`src/rtl/hard_decode_ctrl.sv`:
```
// hard_decode_ctrl: sequences received words through the external combinational
// hard decoder. It holds the code configuration (shadow + active copy), drives one
// word at a time into dec_*, waits DEC_LAT cycles, and captures dec_out into a
// small output FIFO that a valid/ready consumer drains.
module hard_decode_ctrl #(
    parameter int W       = 17,
    parameter int CW      = 32,
    parameter int DEC_LAT = 1,
    parameter int DEPTH   = 4
) (
    input  logic          clk,
    input  logic          rst,
    input  logic          cfg_we,
    input  logic [CW-1:0] cfg_N,
    input  logic [CW-1:0] cfg_n,
    input  logic [CW-1:0] cfg_a,
    output logic          cfg_err,
    input  logic          in_valid,
    output logic          in_ready,
    input  logic [W-1:0]  in_word,
    output logic [W-1:0]  dec_received,
    output logic [CW-1:0] dec_N,
    output logic [CW-1:0] dec_n,
    output logic [CW-1:0] dec_a,
    input  logic [W-1:0]  dec_out,
    output logic          out_valid,
    input  logic          out_ready,
    output logic [W-1:0]  out_word,
    output logic [15:0]   word_cnt
);
    localparam int AW  = $clog2(DEPTH);
    localparam int WCW = (DEC_LAT < 2) ? 1 : $clog2(DEC_LAT + 1);

    typedef enum logic {IDLE, WAIT} state_t;

    state_t          state;
    logic            cfg_valid;
    logic            cfg_pend;
    logic [CW-1:0]   sh_N, sh_n, sh_a;
    logic [WCW-1:0]  wait_cnt;
    logic [W-1:0]    mem [DEPTH];
    logic [AW-1:0]   wr_ptr, rd_ptr;
    logic [AW:0]     count;

    logic            accept, capture, pop;
    logic [CW-1:0]   wmax;

    assign wmax      = CW'(W);
    assign in_ready  = (state == IDLE) && cfg_valid && !cfg_err && !cfg_pend &&
                       (count < (AW+1)'(DEPTH));
    assign accept    = in_valid && in_ready;
    assign capture   = (state == WAIT) && (wait_cnt == WCW'(1));
    assign out_valid = (count != '0);
    assign pop       = out_valid && out_ready;
    assign out_word  = out_valid ? mem[rd_ptr] : '0;

    // Shadow config: any write is held here until the FSM is idle to apply it.
    always_ff @(posedge clk or posedge rst) begin
        if (rst) begin
            sh_N <= '0;
            sh_n <= '0;
            sh_a <= '0;
        end else if (cfg_we) begin
            sh_N <= cfg_N;
            sh_n <= cfg_n;
            sh_a <= cfg_a;
        end
    end

    // Control FSM: applies pending config when idle, otherwise launches and times words.
    always_ff @(posedge clk or posedge rst) begin
        if (rst) begin
            state        <= IDLE;
            cfg_valid    <= 1'b0;
            cfg_pend     <= 1'b0;
            cfg_err      <= 1'b0;
            dec_received <= '0;
            dec_N        <= '0;
            dec_n        <= '0;
            dec_a        <= '0;
            wait_cnt     <= '0;
            word_cnt     <= '0;
        end else begin
            // A write landing on the apply edge stays pending and is applied next.
            if (cfg_we)
                cfg_pend <= 1'b1;
            else if (state == IDLE && cfg_pend)
                cfg_pend <= 1'b0;

            case (state)
                IDLE: begin
                    if (cfg_pend) begin
                        dec_N     <= sh_N;
                        dec_n     <= sh_n;
                        dec_a     <= sh_a;
                        cfg_valid <= 1'b1;
                        word_cnt  <= '0;
                        cfg_err   <= (sh_N == '0) || (sh_N > wmax) ||
                                     (sh_n == '0) || (sh_n > sh_N);
                    end else if (accept) begin
                        dec_received <= in_word;
                        wait_cnt     <= WCW'(DEC_LAT);
                        state        <= WAIT;
                    end
                end
                WAIT: begin
                    if (wait_cnt == WCW'(1)) begin
                        word_cnt <= word_cnt + 16'd1;
                        state    <= IDLE;
                    end else begin
                        wait_cnt <= wait_cnt - WCW'(1);
                    end
                end
                default: state <= IDLE;
            endcase
        end
    end

    // Output FIFO pointers/occupancy; accept gating guarantees a capture never sees it full.
    always_ff @(posedge clk or posedge rst) begin
        if (rst) begin
            wr_ptr <= '0;
            rd_ptr <= '0;
            count  <= '0;
        end else begin
            if (capture) wr_ptr <= wr_ptr + AW'(1);
            if (pop)     rd_ptr <= rd_ptr + AW'(1);
            case ({capture, pop})
                2'b10:   count <= count + (AW+1)'(1);
                2'b01:   count <= count - (AW+1)'(1);
                default: count <= count;
            endcase
        end
    end

    // FIFO storage; contents are don't-care while the entry is not occupied.
    always_ff @(posedge clk) begin
        if (capture) mem[wr_ptr] <= dec_out;
    end
endmodule

```
`config.mk`:
```
export PLATFORM = sky130hd
export DESIGN_NAME = hard_decode_ctrl
export DESIGN_NICKNAME = d
export VERILOG_FILES = /design/src/rtl/hard_decode_ctrl.sv
export SDC_FILE = /design/constraint.sdc
export NUM_CORES = 1
export LEC_CHECK = 0
export ABC_AREA = 1
export CAP_MARGIN = 5
export CORE_UTILIZATION = 52
export CTS_BUF_LIST = sky130_fd_sc_hd__clkbuf_2 sky130_fd_sc_hd__clkbuf_4 sky130_fd_sc_hd__clkbuf_8
export DETAILED_ROUTE_END_ITERATION = 8
export PLACE_DENSITY = 0.82
export REMOVE_ABC_BUFFERS = 1
export SLEW_MARGIN = 20
export SYNTH_ARGS = -nofsm -noshare
export SYNTH_HDL_FRONTEND = slang
export SYNTH_SLANG_ARGS = --single-unit
```
`constraint.sdc`:
```
create_clock -name clk -period 11.4 [get_ports clk]
set_clock_uncertainty 0.05 [all_clocks]
set_input_delay 2.28 -clock clk [delete_from_list [all_inputs] [get_ports clk]]
set_output_delay 2.28 -clock clk [all_outputs]
set_load 0.02 [all_outputs]
```
Yosys cells after proc, flatten, opt, wreduce, memory -nomap -nowiden
Memory sizes are Yosys's and may differ from the RTL's.
Index checks and enable logic that the tools add are counted.

word-level totals
  register bits = 237
  bits in writable memories = 68
  input port bits = 135
  output and inout bits = 149
  logic and storage cells = 73
  memories kept = 1

memories
  name  words  bits a word  rd ports  clocked after Yosys merged registers in  wr ports  line  text
  mem   4      17           1         0                                        1         41    logic [W-1:0] mem [DEPTH];

operators by class
  $add $sub $neg = 6
  $lt $le $gt $ge = 3
  eq/ne operators = 6
  multiplexer cells = 17
  bitwise gates (word level) = 2
  reduce and logical (&&, ||, !) cells = 22

operator list
  operator                                                                count
  32-bit logical NOT                                                      2
  32-bit > comparator                                                     1
  32-bit by 5-bit > comparator with 1-bit output (second input constant)  1
  16-bit 2-to-1 mux                                                       2
  16-bit case mux with 2 select lines                                     1
  17-bit 2-to-1 mux                                                       1
  16-bit by 1-bit adder with 16-bit output (second input constant)        1
  1-bit 2-to-1 mux                                                        10
  1-bit logical AND                                                       8
  2-bit inequality test (second input constant)                           3
  3-bit case mux with 2 select lines                                      1
  2-bit AND reduction                                                     3
  2-bit by 1-bit adder with 2-bit output (second input constant)          2
  1-bit case mux with 2 select lines                                      2
  2-bit nonzero test                                                      2
  3-bit by 1-bit adder with 3-bit output (second input constant)          1
  1-bit logical OR                                                        3
  3-bit less-than comparator (second input constant)                      1
  3-bit AND reduction                                                     1
  3-bit nonzero test                                                      1
  3-bit by 1-bit subtractor with 3-bit output (second input constant)     1
  2-bit by 1-bit equality test with 1-bit output (second input constant)  1
  2-bit equality test (second input constant)                             1
  1-bit logical NOT                                                       2
  3 further kinds                                                         4

Logic depth before layout (Yosys ltp)
  depth after elaboration = 9
  mapped depth = 15

Worst setup path after synthesis
OpenSTA, ideal clock, no wires.

  path kind = reg-to-output
  start point = reg rd_ptr[1]
  end point = out out_word[10]
  data arrival time = 1399 ps
  path slack = 7671 ps
  stages on the path, launching flop included = 7
  path buffers = 2
  path through = dfrtp_1 > buf_2 > clkinv_1 > clkbuf_1 > nor2_1 > o21ai_0 > a21oi_1

between the ends
  cells in the longest elaborated chain, start to end = 2

ends and longest elaborated chain
  item                    line  text
  start, declared         42    logic [AW-1:0] wr_ptr, rd_ptr;
  start signal, assigned  127   if (pop) rd_ptr <= rd_ptr + AW'(1);
  memory read 4 x 17 bit  n/a
  17-bit 2-to-1 mux       55    assign out_word = out_valid ? mem[rd_ptr] : '0;
  end, declared           28    output logic [W-1:0] out_word,

Every way passes these cells.

Worst setup path in the final report
  start point = reg rd_ptr[1]
  end point = out out_word[2]

Same word-level chain as after synthesis.

==> out/results.txt <==
slew margin rel. - 0.291
area of the multi-input gates - 3980 sq um
area delta synth->final - 32.5%
Synth async-reset ratio - 0.777
Die Wd - 158 microns
P_leak - 7.50 nW
fin. max-slew vios - 0
GPL Wtd Cong - 0.809
Reg area - 7970 sq um
Crit Path Category - flop to output pin
PD cells - 176 nW/um^2
Hold/Removal Path Class - flop to flop
sequential area share after synthesis - 0.628
outcome - completed
worst path cell trace - clkinv_1 > nor2_1 > o21ai_0 > a21oi_1 > clkdlybuf4s50_1
initial antenna violation count - 2
crit path time final - 5.38 ns
final worst-path cycle share - 0.472
# diodes - 0
WL final - 31500 microns
DR iter-0 viols - 763
PostCTS Resize Cnt - 0
crit path DAT - 3.05 ns
vias per inst - 5.15
register bit total from synthesis - 305
vias in the first global route - 9973
Clk pin slew, worst setup/hold paths - 0.06 ns
Die Area - 25000 sq um
I/O Pins - 284
setup TNS - 0 ns
dominant cells by area after synthesis - dfrtp_1 47%, edfxtp_1 16%, o21ai_0 9.5%, nand2_1 8.0%, inv_1 4.1%
dominant synthesized flop cell - dfrtp_1
fillers - 1758
initial core utilization - 0.536
distinct cell type count after synthesis - 42
Max H-tree Level - 2
Worst Path Buf+Inv - 2
crit-path leading delay family - buffers and inverters
Post-CTS Setup Bufs - 0
mapped cell area - 12700 sq um
Finished Core Util - 0.710
Post-synth EDFFs - 68
CTS Hold Bufs - 0
CTS Root Cell - clkbuf_8
yosys warns - 0
Startpoint Class - flop
Final Hold Violating Endpoints - 0
post-synthesis cell count - 1280
largest net degree at the start of global routing - 124
Setup crit end kind - output pin
CP max FO - 19
first-pass GRT wire length - 49900 microns
CP required - 9.07 ns
CTS buffer count - 48
final cell count without fillers - 1914
CTS tree - done
total power - 0.00296 W
crit path max-delay cell type - dfrtp_1
Setup Viol. Count Final - 0
worst vdd ir - 0.000108 V
core area - 23700 sq um
clock sinks - 305
share of post-route cells with drive strength above 1 - 0.0784
Mean Syn Cell Area - 9.92 sq um
FMAX - 186 MHz
placed cell count - 1829
GRT Overall Usage - 0.257
cell taking the most area after synthesis - dfrtp_1
# nets final - 1734
Rows - 56
Vias - 9858
DR DRC count - 0
Crit path largest cell delay - 0.75 ns
max_cap viols - 0
Die Span Y - 158 microns
top-area cell type share of the netlist area - 0.467
worst skew pair latency - 0.55 ns
DRT Pass-1 Iters - 5
Antenna Violating Nets Remaining - 0
Worst Max-Slew Pin Slew - 1.06 ns
port bufs - 283
Post-DP HPWL - 21900 microns
routed wire length per instance - 16.4 microns
clock tree buffer depth - 3
RSZ-0062 raised after global routing - false
grt total ovfl - 0
==> worst paths after layout <==
| kind | depth (start not counted) | from | end | slack (ns) |
|---|---|---|---|---|
| worst max-delay path | 5 | rd_ptr[1] | out_word[2] | 6.02 |
| worst max register to register | 8 | count[0] | count[1] | 8.97 |
| worst min register to register | 1 | cfg_valid | cfg_valid | 0.43 |
| min in group asynchronous | 2 | rst | sh_a[29] | 2.18 |
| worst min-delay path | 1 | cfg_valid | cfg_valid | 0.43 |
| max in group asynchronous | 3 | rst | dec_N[7] | 7.69 |
==> synth_stat cells (3+ instances only) <==
cell,number
nand2_1,271
o21ai_0,240
dfrtp_1,237
inv_1,139
nor2_1,115
edfxtp_1,68
ha_1,38
a21oi_1,36
clkbuf_1,35
nand3_1,12
buf_1,11
nand4_1,11
buf_2,10
mux2_2,9
mux2_4,8
nor3_1,5
nor2_2,3
==> per-stage QoR <==
stage	setup slack (ns)	area, sq um	hold slack (ns)
after floorplan	2.57	12500	0.389
after global placement	6.75	15700	0.403
after detailed placement	6.62	15700	0.414
after CTS	6.01	16800	0.435
after global routing	5.77	16800	0.456
final	6.02	16800	0.428
==> routing by layer <==
layer / share of wire / wire length (microns) / track usage
met2: 0.47 / 14800 / 0.416
met5: 0.00041 / 13 / 0
met3: 0.099 / 3120 / 0.0936
met4: 0.028 / 876 / 0.0888
met1: 0.40 / 12600 / 0.317
==> registers in the layout, summed over array words and instances, names as in the netlist <==
name and cells:
state 1, dec_received 17, cfg_valid 1, sh_N 32, mem 68, dec_n 32, dec_a 32, count 3
wr_ptr 2, wait_cnt 1, sh_n 32, cfg_err 1, cfg_pend 1, sh_a 32, dec_N 32, word_cnt 16
rd_ptr 2
==> final cells by class <==
type | instances | share of cell area
sequential | 305 | 0.474
multi-input combinational | 777 | 0.236
timing repair buffer | 287 | 0.170
clock buffer | 70 | 0.0517
inverter | 141 | 0.0322
tap | 319 | 0.0237
clock inverter | 15 | 0.0120
==> placed cells by master, fill, tap and decap left out, types with 6 or more instances in the layout <==
cell type,count
edfxtp_1,68
nor2_1,111
ha_1,38
nand3_1,12
mux2_4,8
clkbuf_8,55
a21oi_1,36
clkinv_2,6
o21ai_0,240
clkdlybuf4s50_1,282
mux2_2,9
inv_1,137
dfrtp_1,237
clkbuf_4,15
nand2_1,271
nand4_1,11
nor2_2,7
==> where the power goes <==
group | internal [W] | switching [W] | leakage [nW]
Clock | 0.000603 | 0.000417 | 0.562
Combinational | 0.000297 | 0.000369 | 3.37
Sequential | 0.00119 | 0.0000777 | 3.57
Total | 0.00209 | 0.000864 | 7.50
==> cells by family after synthesis <==
kind of cell / share of synthesized area
compound gates: 0.115
xor+xnor: 0.00276
fa+ha+maj: 0.0390
buf+inv: 0.0601
flops: 0.628
mux: 0.0182
simple gates: 0.137
(Power assumes the default switching activity.)
